`src/rtl/apb_arb_pkg.sv`:
```
// Shared definitions for the two-requester APB arbitrating master.
// Holds the transfer FSM states and the default bus geometry.
package apb_arb_pkg;

  typedef enum logic [1:0] {
    IDLE   = 2'd0,
    SETUP  = 2'd1,
    ACCESS = 2'd2
  } apb_state_e;

  localparam int DEF_WIDTH   = 8;
  localparam int DEF_DEPTH   = 8;
  localparam int DEF_TIMEOUT = 16;

endpackage

```
`src/rtl/apb_arb_master_if.sv`:
```
// APB bus bundle between the arbitrating master and its memory slave.
// PREADY/PRDATA flow slave-to-master, everything else master-to-slave.
interface apb_arb_master_if
  import apb_arb_pkg::*;
#(
  parameter int WIDTH = DEF_WIDTH,
  parameter int AW    = $clog2(DEF_DEPTH)
) ();

  logic             PSELx;
  logic             PENABLE;
  logic             PWRITE;
  logic [AW-1:0]    PADDR;
  logic [WIDTH-1:0] PWDATA;
  logic             PREADY;
  logic [WIDTH-1:0] PRDATA;

  modport master (
    output PSELx,
    output PENABLE,
    output PWRITE,
    output PADDR,
    output PWDATA,
    input  PREADY,
    input  PRDATA
  );

  modport slave (
    input  PSELx,
    input  PENABLE,
    input  PWRITE,
    input  PADDR,
    input  PWDATA,
    output PREADY,
    output PRDATA
  );

endinterface

```
`src/rtl/apb_rr_arbiter.sv`:
```
// Two-way round-robin grant. The priority pointer only moves when a grant
// is actually taken, so an idle or withdrawn request never shifts fairness.
module apb_rr_arbiter (
  input  logic       PCLK,
  input  logic       PRESETn,
  input  logic [1:0] i_req,
  input  logic       i_accept,
  output logic [1:0] o_grant
);

  // Requester that wins when both are pending; 0 out of reset.
  logic r_prio;

  always_comb begin
    o_grant = 2'b00;
    case (i_req)
      2'b01:   o_grant = 2'b01;
      2'b10:   o_grant = 2'b10;
      2'b11:   o_grant = r_prio ? 2'b10 : 2'b01;
      default: o_grant = 2'b00;
    endcase
  end

  always_ff @(posedge PCLK or negedge PRESETn) begin
    if (!PRESETn) begin
      r_prio <= 1'b0;
    end else if (i_accept) begin
      r_prio <= ~o_grant[1];
    end
  end

endmodule

```
`src/rtl/apb_arb_master.sv`:
```
// APB master shared by two requesters: round-robin pick in IDLE, one
// SETUP/ACCESS transfer at a time, one-cycle completion pulse per requester.
module apb_arb_master
  import apb_arb_pkg::*;
#(
  parameter int WIDTH   = DEF_WIDTH,
  parameter int DEPTH   = DEF_DEPTH,
  parameter int TIMEOUT = DEF_TIMEOUT,
  localparam int AW     = $clog2(DEPTH)
) (
  input  logic              PCLK,
  input  logic              PRESETn,

  input  logic              req0_valid,
  input  logic              req0_write,
  input  logic [AW-1:0]     req0_addr,
  input  logic [WIDTH-1:0]  req0_wdata,
  output logic              req0_ready,

  input  logic              req1_valid,
  input  logic              req1_write,
  input  logic [AW-1:0]     req1_addr,
  input  logic [WIDTH-1:0]  req1_wdata,
  output logic              req1_ready,

  output logic              resp0_valid,
  output logic [WIDTH-1:0]  resp0_rdata,
  output logic              resp0_err,

  output logic              resp1_valid,
  output logic [WIDTH-1:0]  resp1_rdata,
  output logic              resp1_err,

  apb_arb_master_if.master  apb
);

  localparam int CW = $clog2(TIMEOUT + 1);

  apb_state_e       r_state;
  apb_state_e       w_state_next;
  logic [1:0]       w_grant;
  logic             w_accept;
  logic             w_done;
  logic             w_timeout;

  logic [CW-1:0]    r_cnt;
  logic             r_id;
  logic             r_write;
  logic [AW-1:0]    r_addr;
  logic [WIDTH-1:0] r_wdata;

  logic [1:0]       r_resp_valid;
  logic [WIDTH-1:0] r_resp_rdata;
  logic             r_resp_err;

  apb_rr_arbiter u_arb (
    .PCLK     (PCLK),
    .PRESETn  (PRESETn),
    .i_req    ({req1_valid, req0_valid}),
    .i_accept (w_accept),
    .o_grant  (w_grant)
  );

  always_ff @(posedge PCLK or negedge PRESETn) begin
    if (!PRESETn) begin
      r_state <= IDLE;
    end else begin
      r_state <= w_state_next;
    end
  end

  // PRESETn gates acceptance so ready stays low while reset is asserted.
  always_comb begin
    w_state_next = r_state;
    w_accept     = 1'b0;
    w_done       = 1'b0;
    w_timeout    = 1'b0;
    case (r_state)
      IDLE: begin
        if (PRESETn && (w_grant != 2'b00)) begin
          w_accept     = 1'b1;
          w_state_next = SETUP;
        end
      end
      SETUP: begin
        w_state_next = ACCESS;
      end
      ACCESS: begin
        if (apb.PREADY) begin
          w_done       = 1'b1;
          w_state_next = IDLE;
        end else if (r_cnt == CW'(TIMEOUT - 1)) begin
          w_timeout    = 1'b1;
          w_state_next = IDLE;
        end
      end
      default: begin
        w_state_next = IDLE;
      end
    endcase
  end

  assign req0_ready = w_accept & w_grant[0];
  assign req1_ready = w_accept & w_grant[1];

  always_ff @(posedge PCLK or negedge PRESETn) begin
    if (!PRESETn) begin
      r_id    <= 1'b0;
      r_write <= 1'b0;
      r_addr  <= '0;
      r_wdata <= '0;
    end else if (w_accept) begin
      r_id    <= w_grant[1];
      r_write <= w_grant[1] ? req1_write : req0_write;
      r_addr  <= w_grant[1] ? req1_addr  : req0_addr;
      r_wdata <= w_grant[1] ? req1_wdata : req0_wdata;
    end
  end

  // Counts completed ACCESS cycles of the current transfer only.
  always_ff @(posedge PCLK or negedge PRESETn) begin
    if (!PRESETn) begin
      r_cnt <= '0;
    end else if (r_state == ACCESS) begin
      r_cnt <= r_cnt + CW'(1);
    end else begin
      r_cnt <= '0;
    end
  end

  always_ff @(posedge PCLK or negedge PRESETn) begin
    if (!PRESETn) begin
      r_resp_valid <= 2'b00;
      r_resp_rdata <= '0;
      r_resp_err   <= 1'b0;
    end else begin
      r_resp_valid <= {r_id, ~r_id} & {2{w_done | w_timeout}};
      r_resp_rdata <= (w_done && !r_write) ? apb.PRDATA : '0;
      r_resp_err   <= w_timeout;
    end
  end

  assign resp0_valid = r_resp_valid[0];
  assign resp0_rdata = r_resp_valid[0] ? r_resp_rdata : '0;
  assign resp0_err   = r_resp_valid[0] & r_resp_err;
  assign resp1_valid = r_resp_valid[1];
  assign resp1_rdata = r_resp_valid[1] ? r_resp_rdata : '0;
  assign resp1_err   = r_resp_valid[1] & r_resp_err;

  assign apb.PSELx   = (r_state != IDLE);
  assign apb.PENABLE = (r_state == ACCESS);
  assign apb.PWRITE  = r_write;
  assign apb.PADDR   = r_addr;
  assign apb.PWDATA  = r_wdata;

endmodule
```
`src/flat_wrapper.sv`:
```
// flat-port wrapper written by rule: the top's interface ports become plain ports
module apb_arb_master_flat import apb_arb_pkg::*;
#(
  parameter int WIDTH   = DEF_WIDTH,
  parameter int DEPTH   = DEF_DEPTH,
  parameter int TIMEOUT = DEF_TIMEOUT,
  localparam int AW     = $clog2(DEPTH)
)
  (PCLK, PRESETn, req0_valid, req0_write, req0_addr, req0_wdata, req0_ready, req1_valid, req1_write, req1_addr, req1_wdata, req1_ready, resp0_valid, resp0_rdata, resp0_err, resp1_valid, resp1_rdata, resp1_err, apb_PSELx, apb_PENABLE, apb_PWRITE, apb_PADDR, apb_PWDATA, apb_PREADY, apb_PRDATA);
  apb_arb_master_if #(.WIDTH(WIDTH)) apb_i ();
  input  logic PCLK;
  input  logic PRESETn;
  input  logic req0_valid;
  input  logic req0_write;
  input  logic [AW-1:0] req0_addr;
  input  logic [WIDTH-1:0] req0_wdata;
  output logic req0_ready;
  input  logic req1_valid;
  input  logic req1_write;
  input  logic [AW-1:0] req1_addr;
  input  logic [WIDTH-1:0] req1_wdata;
  output logic req1_ready;
  output logic resp0_valid;
  output logic [WIDTH-1:0] resp0_rdata;
  output logic resp0_err;
  output logic resp1_valid;
  output logic [WIDTH-1:0] resp1_rdata;
  output logic resp1_err;
  output wire logic [$bits(apb_i.PSELx)-1:0] apb_PSELx;
  output wire logic [$bits(apb_i.PENABLE)-1:0] apb_PENABLE;
  output wire logic [$bits(apb_i.PWRITE)-1:0] apb_PWRITE;
  output wire logic [$bits(apb_i.PADDR)-1:0] apb_PADDR;
  output wire logic [$bits(apb_i.PWDATA)-1:0] apb_PWDATA;
  input wire logic [$bits(apb_i.PREADY)-1:0] apb_PREADY;
  input wire logic [$bits(apb_i.PRDATA)-1:0] apb_PRDATA;
  assign apb_PSELx = apb_i.PSELx;
  assign apb_PENABLE = apb_i.PENABLE;
  assign apb_PWRITE = apb_i.PWRITE;
  assign apb_PADDR = apb_i.PADDR;
  assign apb_PWDATA = apb_i.PWDATA;
  assign apb_i.PREADY = apb_PREADY;
  assign apb_i.PRDATA = apb_PRDATA;
  apb_arb_master #(.WIDTH(WIDTH), .DEPTH(DEPTH), .TIMEOUT(TIMEOUT)) u_core (.PCLK(PCLK), .PRESETn(PRESETn), .req0_valid(req0_valid), .req0_write(req0_write), .req0_addr(req0_addr), .req0_wdata(req0_wdata), .req0_ready(req0_ready), .req1_valid(req1_valid), .req1_write(req1_write), .req1_addr(req1_addr), .req1_wdata(req1_wdata), .req1_ready(req1_ready), .resp0_valid(resp0_valid), .resp0_rdata(resp0_rdata), .resp0_err(resp0_err), .resp1_valid(resp1_valid), .resp1_rdata(resp1_rdata), .resp1_err(resp1_err), .apb(apb_i));
endmodule
```
`config.mk`:
```
export PLATFORM = sky130hd
export DESIGN_NAME = apb_arb_master_flat
export DESIGN_NICKNAME = d
export VERILOG_FILES = /design/src/rtl/apb_arb_pkg.sv /design/src/rtl/apb_arb_master_if.sv /design/src/rtl/apb_rr_arbiter.sv /design/src/rtl/apb_arb_master.sv /design/src/flat_wrapper.sv
export SDC_FILE = /design/constraint.sdc
export NUM_CORES = 1
export LEC_CHECK = 0
export BUFFER_PORTS_ARGS = -buffer_cell sky130_fd_sc_hd__buf_2
export CELL_PAD_IN_SITES_DETAIL_PLACEMENT = 2
export CELL_PAD_IN_SITES_GLOBAL_PLACEMENT = 2
export CORE_AREA = 8 8 87 89
export CTS_CLUSTER_DIAMETER = 150
export DETAILED_ROUTE_END_ITERATION = 10
export DIE_AREA = 0 0 95 97
export GPL_ROUTABILITY_DRIVEN = 1
export PLACE_DENSITY = 0.74
export SKIP_CTS_REPAIR_TIMING = 1
export SYNTH_ARGS = -nofsm -noshare
export SYNTH_HDL_FRONTEND = slang
export SYNTH_SLANG_ARGS = --single-unit
export TNS_END_PERCENT = 20
```
`constraint.sdc`:
```
create_clock -name PCLK -period 1.3 [get_ports PCLK]
set_input_delay 0.26 -clock PCLK [delete_from_list [all_inputs] [get_ports PCLK]]
set_output_delay 0.26 -clock PCLK [all_outputs]
set_load 0.01 [all_outputs]
```
Word-level counts from Yosys, hierarchy flattened
Cells that the tools add are included.
{ "totals": {"in_bits": 37, "out_inout_bits": 36, "reg_bits": 32, "wordCells": 54} }
{ "classes": {"bitwise_logic": 8, "eq_ne": 8, "add_sub_neg": 1, "muxes": 20, "reduce_logical": 7} }
{ "op_table": {"columns": ["op", "count"], "rows": [
  ["2-to-1 mux 8 bit", 4],
  ["case mux 2 bit (3 select lines)", 2],
  ["2-to-1 mux 1 bit", 8],
  ["2-to-1 mux 2 bit", 4],
  ["equality test 2 bit (second input constant)", 3],
  ["adder 5 x 1 -> 5 bit (second input constant)", 1],
  ["equality test 5 x 4 -> 1 bit (second input constant)", 1],
  ["2-to-1 mux 5 bit", 1],
  ["AND 1 bit", 4],
  ["equality test 2 x 1 -> 1 bit (second input constant)", 2],
  ["nonzero test 2 bit", 2],
  ["2-to-1 mux 3 bit", 1],
  ["!= test 3 x 1 -> 1 bit (second input constant)", 1],
  ["AND 2 bit", 1],
  ["logical AND 1 bit", 2],
  ["zero test 2 bit", 1],
  ["!= test 2 x 1 -> 1 bit (second input constant)", 1],
  ["NOT 1 bit", 2],
  ["AND reduction 2 bit", 1],
  ["zero test 1 bit", 1],
  ["OR 1 bit", 1]
]} }

Depth between registers and ports, before layout
Gate-level depths: netlist of run 1.
{ "logic_depth": {"word_depth": 7, "mapped_depth": 5, "depth_no_buf": 5} }

By module
A second synthesis of run 1 with hierarchy kept.
{ "unflattened": {"cells_unflattened": 119, "area_unflattened_um2": 1525.2} }
{ "modules_own_cells": {"columns": ["module", "area_per_inst_um2", "cells_per_inst", "instances", "seq_area_each_um2"], "rows": [
  ["apb_arb_master", 1468.9, 113, 1, 775.7],
  ["apb_rr_arbiter", 56.3, 6, 1, 25.0]
]} }

Worst setup path after synthesis of run 1
No wires, ideal clock.
{ "synth_path": {"path_type": "flip-flop to flip-flop", "from": "register u_core.r_state[1]", "to": "register u_core.r_addr[2], in the netlist u_core.apb.PADDR[2]", "path_buffers": 1, "setup_time_ns": 0.123, "t_required_ns": 1.177, "path_stages_with_launch": 5, "synth_period_minus_slack_ns": 1.364, "arrival_time_ns": 1.242, "path_slack_ns": -0.064, "path_cell_list": "dfrtp_1 -> nor3b_1 -> nand3_1 -> buf_2 -> o221a_2"} }
{ "synth_between": {"elab_chain_len": 2} }
{ "synth_rtl": {"columns": ["item", "line", "text"], "rows": [
  ["start: declaration", "apb_arb_master.sv:39", "apb_state_e r_state;"],
  ["start signal: assignment", "apb_arb_master.sv:68", "r_state <= w_state_next;"],
  ["zero test 2 bit", "apb_arb_master.sv:78", "case (r_state)"],
  ["2-to-1 mux 1 bit", "apb_arb_master.sv:78", null],
  ["end signal: assignment", "apb_arb_master.sv:115", "r_addr <= w_grant[1] ? req1_addr : req0_addr;"],
  ["end: declaration", "apb_arb_master.sv:49", "logic [AW-1:0] r_addr;"]
]} }
Every way passes these cells.
A chain may end at the register's enable or synchronous reset.

Worst setup path in the final report of run 1
{ "layout_path": {"from": "register u_core.r_state[0]", "to": "output port req0_ready"} }
{ "layout_between": {"elab_chain_len": 3} }
{ "layout_rtl": {"columns": ["item", "line", "text"], "rows": [
  ["zero test 2 bit", "apb_arb_master.sv:78", null],
  ["2-to-1 mux 1 bit", "apb_arb_master.sv:78", null],
  ["AND 1 bit", "apb_arb_master.sv:103", "assign req0_ready = w_accept & w_grant[0];"],
  ["end: declaration", "flat_wrapper.sv:17", "output logic req0_ready;"]
]} }
Every way passes these cells.

==> results of run 1 <==
==> flip-flops by register name, indices dropped and copies added, names as in the netlist <==
| signal | flops |
|---|---|
| u_core.apb.PADDR | 3 |
| u_core.apb.PWDATA | 8 |
| u_core.apb.PWRITE | 1 |
| u_core.r_cnt | 5 |
| u_core.r_id | 1 |
| u_core.r_resp_err | 1 |
| u_core.r_resp_rdata | 8 |
| u_core.r_resp_valid | 2 |
| u_core.r_state | 2 |
| u_core.u_arb.r_prio | 1 |
==> stage by stage <==
step	worst slack (ns)	std cells
after global routing	-0.381	295
after global placement	-0.103	282
after floorplan	-0.0562	123
final	-0.287	295
after detailed placement	-0.171	282
after CTS	-0.471	289
==> power groups by stage <==
| stage | registers (mW) | logic (mW) | clock network, mW |
|---|---|---|---|
| after floorplan | 1.48 | 0.543 | 0 |
| after global placement | 1.42 | 1.09 | 0 |
| after detailed placement | 1.42 | 1.15 | 0 |
| after CTS | 1.42 | 1.15 | 0.743 |
| after global routing | 1.45 | 1.37 | 0.792 |
| final | 1.42 | 1.26 | 0.705 |
==> Yosys cell counts (2+ instances only) <==
cell	n
and2_1	27
buf_2	4
dfrtp_1	32
ha_1	2
inv_1	4
nand2_1	2
nand3_1	3
nor2_1	7
nor3b_1	3
o21bai_1	11
o221a_2	12
==> final timing paths <==
| kind | to | slack (ns) |
|---|---|---|
| setup / recovery | req0_ready | -0.29 |
| hold / removal | u_core.apb.PWDATA[2] | 0.03 |
| setup reg to reg | u_core.apb.PWDATA[4] | -0.22 |
| hold reg to reg | u_core.r_resp_valid[0] | 0.47 |
| max in group asynchronous | u_core.r_state[0] | 0.77 |
| min in group PCLK | u_core.r_resp_rdata[2] | 0.19 |
==> layer usage <==
metal | up-vias | part of all wire (%)
met3 | 6 | 7.7
met5 | - | 0
met4 | 0 | 1.2
li1 | 615 | -
met1 | 642 | 40
met2 | 54 | 51
==> final cells by class <==
cell class | count | share of cell area (%)
multi-input combinational | 81 | 29.0
clock inverter | 1 | 0.227
clock buffer | 6 | 3.29
timing repair buffer | 94 | 25.9
inverter | 4 | 0.794
tap | 77 | 4.37
sequential | 32 | 36.4
==> logic make-up (layout without fill, tap and decap cells) <==
group | after synthesis | after routing
AO/OA/AOI/OAI | 27 | 27
XOR/XNOR | 2 | 2
adder cells (fa/ha/maj) | 2 | 2
buffers and inverters | 10 | 105
flip-flops | 32 | 32
AND/OR/NAND/NOR | 50 | 50
==> impl_metrics.tcl, run 1 <==
set metrics [dict create \
    outcome "finished, violations left" \
    violations "setup timing" \
    detailed_place_hpwl_um 4090 \
    die-area_um2 9220 \
    drive_gt1_share_pct 57.8 \
    grt_pass1_vias 1536 \
    vias_per_cell 4.46 \
    synthAdderAreaFrac_pct 1.73 \
    io_buffers 72 \
    overflow 0 \
    io_pins 73 \
    routed_wl_um 5060 \
    skew_ns 0.00866 \
    cp.required_ns 1.04 \
    grt.busiest_layer "met2" \
    grt.total_usage_pct 11.2 \
    grt_first_pass_wirelength_um 8070 \
    clkSlewWorstSetupHoldPaths_ns 0.07 \
    period_share_pct 122 \
    grt_max_degree 31 \
    synth_cell_types 27 \
    crit_slowest_cell "dfrtp_1" \
    synth_ff_type "dfrtp_1" \
    peakVddDrop_v 0.000588 \
    nets 257 \
    synth_top_family_by_area "simple AND/OR/NAND/NOR gates" \
    muxShareOfSynthArea_pct 0 \
    switchingPower_mw 1.07 \
    grtUsageMet2_pct 19.4 \
    drt-pass1-iter-count 2 \
    setup_ws_ns -0.287 \
    p_per_area_nw_per_um2 1530 \
    root_buffer "clkbuf_8" \
    cp_slowest_stage_delay_ns 0.41 \
    routedWlPerCell_um 17.2 \
    cp-end-kind "primary output" \
    min_period_ns 1.59 \
    synth_edf_count 0 \
    seq_area_um2 803 \
    r2r_start "u_core.r_state[0]" \
    synth.area.top_cells "dfrtp_1 (55%), and2_1 (12%), o221a_2 (9.3%)" \
    numCtsBuffers 5 \
    ys_seq_elements 32 \
    final_util_pct 35.6 \
    antenna_found_initial 0 \
    final_antenna_net_count 0 \
    p_int_mw 2.31 \
    fmax_mhz 630 \
    areaGrowthSynthToFinish_pct 52.4 \
    syn_nets 162 \
    switching_share_pct 31.6 \
    pwr-share-seq_pct 42.0 \
    coreArea_um2 6200 \
    crit_fanout 5 \
    placed_area_um2 1990 \
    synthSimpleGateAreaFrac_pct 20.8 \
    path_class "register to primary output" \
    timing.critical_path.cells "nor3b_2 > nand3_1 > buf_6 > inv_4 > buf_6" \
    max_slew_margin_pct 74.1 \
    p_comb_share_pct 37.2 \
    reg2reg_depth 6 \
    htreeDepth 2 \
    setup_viol 28 \
    cts_tree "yes" \
    p_leak_nw 1.13 \
    gp_congestion 0.718 \
    synth_top_area_cell "dfrtp_1" \
    use_met1_pct 12.6 \
    antenna_cells 0 \
    finalHoldViolCount 0 \
    fillers 692 \
    syn_avg_cell_area_um2 11.8 \
    crit_path_frequent_cell "buf_6" \
    worstSetupStartpointType "register" \
    fin_area_um2 2210 \
    timing.critical_path.depth 5 \
    vias 1317 \
    die_x_um 95 \
    remaining_drc_errors 0 \
    synth_compound_area_share_pct 17.2 \
    crit_start "u_core.r_state[0]" \
    syn_area_um2 1450 \
    start_util_pct 23.3 \
    tightestPinTransition_ns 0.388 \
    hp-class "input port to async pin" \
    grtUsageMet3_pct 3.48 \
    clkLatencyLatePin_ns 0.28 \
    drv_cap 0 \
    multi_input_area_um2 639 \
    synth_warnings 0 \
    crit_arrival_ns 1.33 \
    cts_sinks 32 \
    initialDrtViolationCount 50 \
    rsz0062_at_grt "true" \
    p_total_mw 3.38 \
    max-clock-path-buffers 2 \
    synth_xor_area_share_pct 1.21 \
    synth_top_cell_area_share_pct 55.3 \
    crit_family "flip-flops" \
    rows 29 \
    yosysSeqAreaShare_pct 55.3 \
    synthArstFlopShare_pct 100 \
    finalHoldWorstSlack_ns 0.0279 \
    synthCells 123 \
    mostFrequentLayoutCell "buf_2" \
    cp_num_buf_inv 3 \
    clockPowerShare_pct 20.9 \
    setup_tns_ns -3.51 \
    die-height_um 97 \
    mostFrequentLayoutCells "buf_2 (68), dfrtp_1 (30), and2_1 (27)" \
    slew_viol_final 0 \
]
(Power assumes the default switching activity.)
==> run 2: changes to the inputs <==
- CORE_AREA: 8 8 87 89 -> 2 2 81 83
- DIE_AREA: 0 0 95 97 -> 0 0 83 85
==> impl_metrics.tcl, run 2 (same netlist as run 1, synthesis figures left out) <==
set metrics [dict create \
    p_comb_share_pct 38.6 \
    grt_max_degree 31 \
    switching_share_pct 30.4 \
    setup_tns_ns -6.30 \
    routed_wl_um 4730 \
    crit_path_frequent_cell "buf_6" \
    setup_viol 33 \
    crit_fanout 4 \
    max_slew_margin_pct 73.1 \
    hp-class "input port to async pin" \
    cts_sinks 32 \
    path_class "register to primary output" \
    nets 262 \
    final_antenna_net_count 0 \
    max-clock-path-buffers 2 \
    fmax_mhz 611 \
    cp-end-kind "primary output" \
    rsz0062_at_grt "true" \
    vias_per_cell 4.47 \
    setup_ws_ns -0.336 \
    die_x_um 83 \
    violations "setup timing" \
    remaining_drc_errors 0 \
    die-height_um 85 \
    root_buffer "clkbuf_8" \
    grt_pass1_vias 1448 \
    htreeDepth 2 \
    start_util_pct 23.3 \
    coreArea_um2 6200 \
    peakVddDrop_v 0.000469 \
    fin_area_um2 2310 \
    rows 29 \
    crit_arrival_ns 1.38 \
    tightestPinTransition_ns 0.404 \
    numCtsBuffers 5 \
    mostFrequentLayoutCells "buf_2 (68), dfrtp_1 (30), and2_1 (26)" \
    io_buffers 72 \
    crit_family "buffers and inverters" \
    routedWlPerCell_um 15.8 \
    vias 1342 \
    grt_first_pass_wirelength_um 7340 \
    p_leak_nw 1.18 \
    antenna_found_initial 0 \
    die-area_um2 7060 \
    clockPowerShare_pct 22.7 \
    skew_ns 0.00296 \
    mostFrequentLayoutCell "buf_2" \
    initialDrtViolationCount 36 \
    worstSetupStartpointType "register" \
    grt.total_usage_pct 13.1 \
    timing.critical_path.cells "buf_6 > buf_6 > or2b_4 > inv_2 > buf_6" \
    drt-pass1-iter-count 4 \
    placed_area_um2 1990 \
    overflow 0 \
    final_util_pct 37.2 \
    cts_tree "yes" \
    dpl.cell_count 283 \
    final_cells 300 \
    pwr-share-seq_pct 38.7 \
    crit_slowest_cell "dfrtp_1" \
    slew_viol_final 0 \
    drv_cap 0 \
    cp_slowest_stage_delay_ns 0.42 \
    gp_congestion 0.700 \
    areaGrowthSynthToFinish_pct 59.4 \
    p_total_mw 3.63 \
    p_per_area_nw_per_um2 1570 \
    antenna_cells 0 \
    drive_gt1_share_pct 62.3 \
    p_int_mw 2.52 \
    detailed_place_hpwl_um 3450 \
    cp_num_buf_inv 4 \
    io_pins 73 \
    min_period_ns 1.64 \
    switchingPower_mw 1.10 \
    outcome "finished, violations left" \
    cp.required_ns 1.04 \
    clkLatencyLatePin_ns 0.28 \
    period_share_pct 126 \
    finalHoldViolCount 0 \
    clkSlewWorstSetupHoldPaths_ns 0.07 \
]
==> run 2: stage by stage <==
step / hold WS (ns) / setup WS, ns
4_1_cts: -0.125 / -0.517
2_1_floorplan: -0.0356 / -0.0562
6_report: 0.0339 / -0.336
3_5_place_dp: 0.176 / -0.162
3_3_place_gp: 0.171 / -0.106
5_1_grt: 0.0733 / -0.432
==> run 2: area by class of cell <==
type,instances,area [µm²]
multi-input cells,81,673
clock buffers,7,96.3
inverters,4,17.5
repair buffers,99,621
flip-flops and latches,32,803
well taps,77,96.3
fillers,681,3900
==> run 2: path summary, 6_finish.rpt <==
path | from | end | slack [ns] | cells past startpoint
setup / recovery | u_core.r_state[0] | apb_PENABLE | -0.34 | 5
hold / removal | PRESETn | u_core.apb.PWDATA[3] | 0.03 | 2
setup reg to reg | u_core.r_state[0] | u_core.r_resp_rdata[4] | -0.26 | 7
hold reg to reg | u_core.r_id | u_core.r_resp_valid[0] | 0.49 | 1
max in group asynchronous | PRESETn | u_core.u_arb.r_prio | 0.76 | 3
min in group PCLK | apb_PRDATA[6] | u_core.r_resp_rdata[6] | 0.18 | 2
==> run 2: per-layer routing <==
metal	GRT usage, %	vias up	wire (µm)
met2	23.4	50	2530
met4	3.58	0	52
met3	3.79	6	241
met1	15.5	663	1900
met5	0	-	0
li1	-	623	-
==> run 2: power by group through the flow <==
stage	Sequential (mW)	Clock (mW)	Combinational (mW)
2_1_floorplan	1.48	0	0.543
3_3_place_gp	1.41	0	1.10
3_5_place_dp	1.42	0	1.14
4_1_cts	1.40	0.854	1.14
5_1_grt	1.45	0.900	1.53
6_report	1.40	0.822	1.40
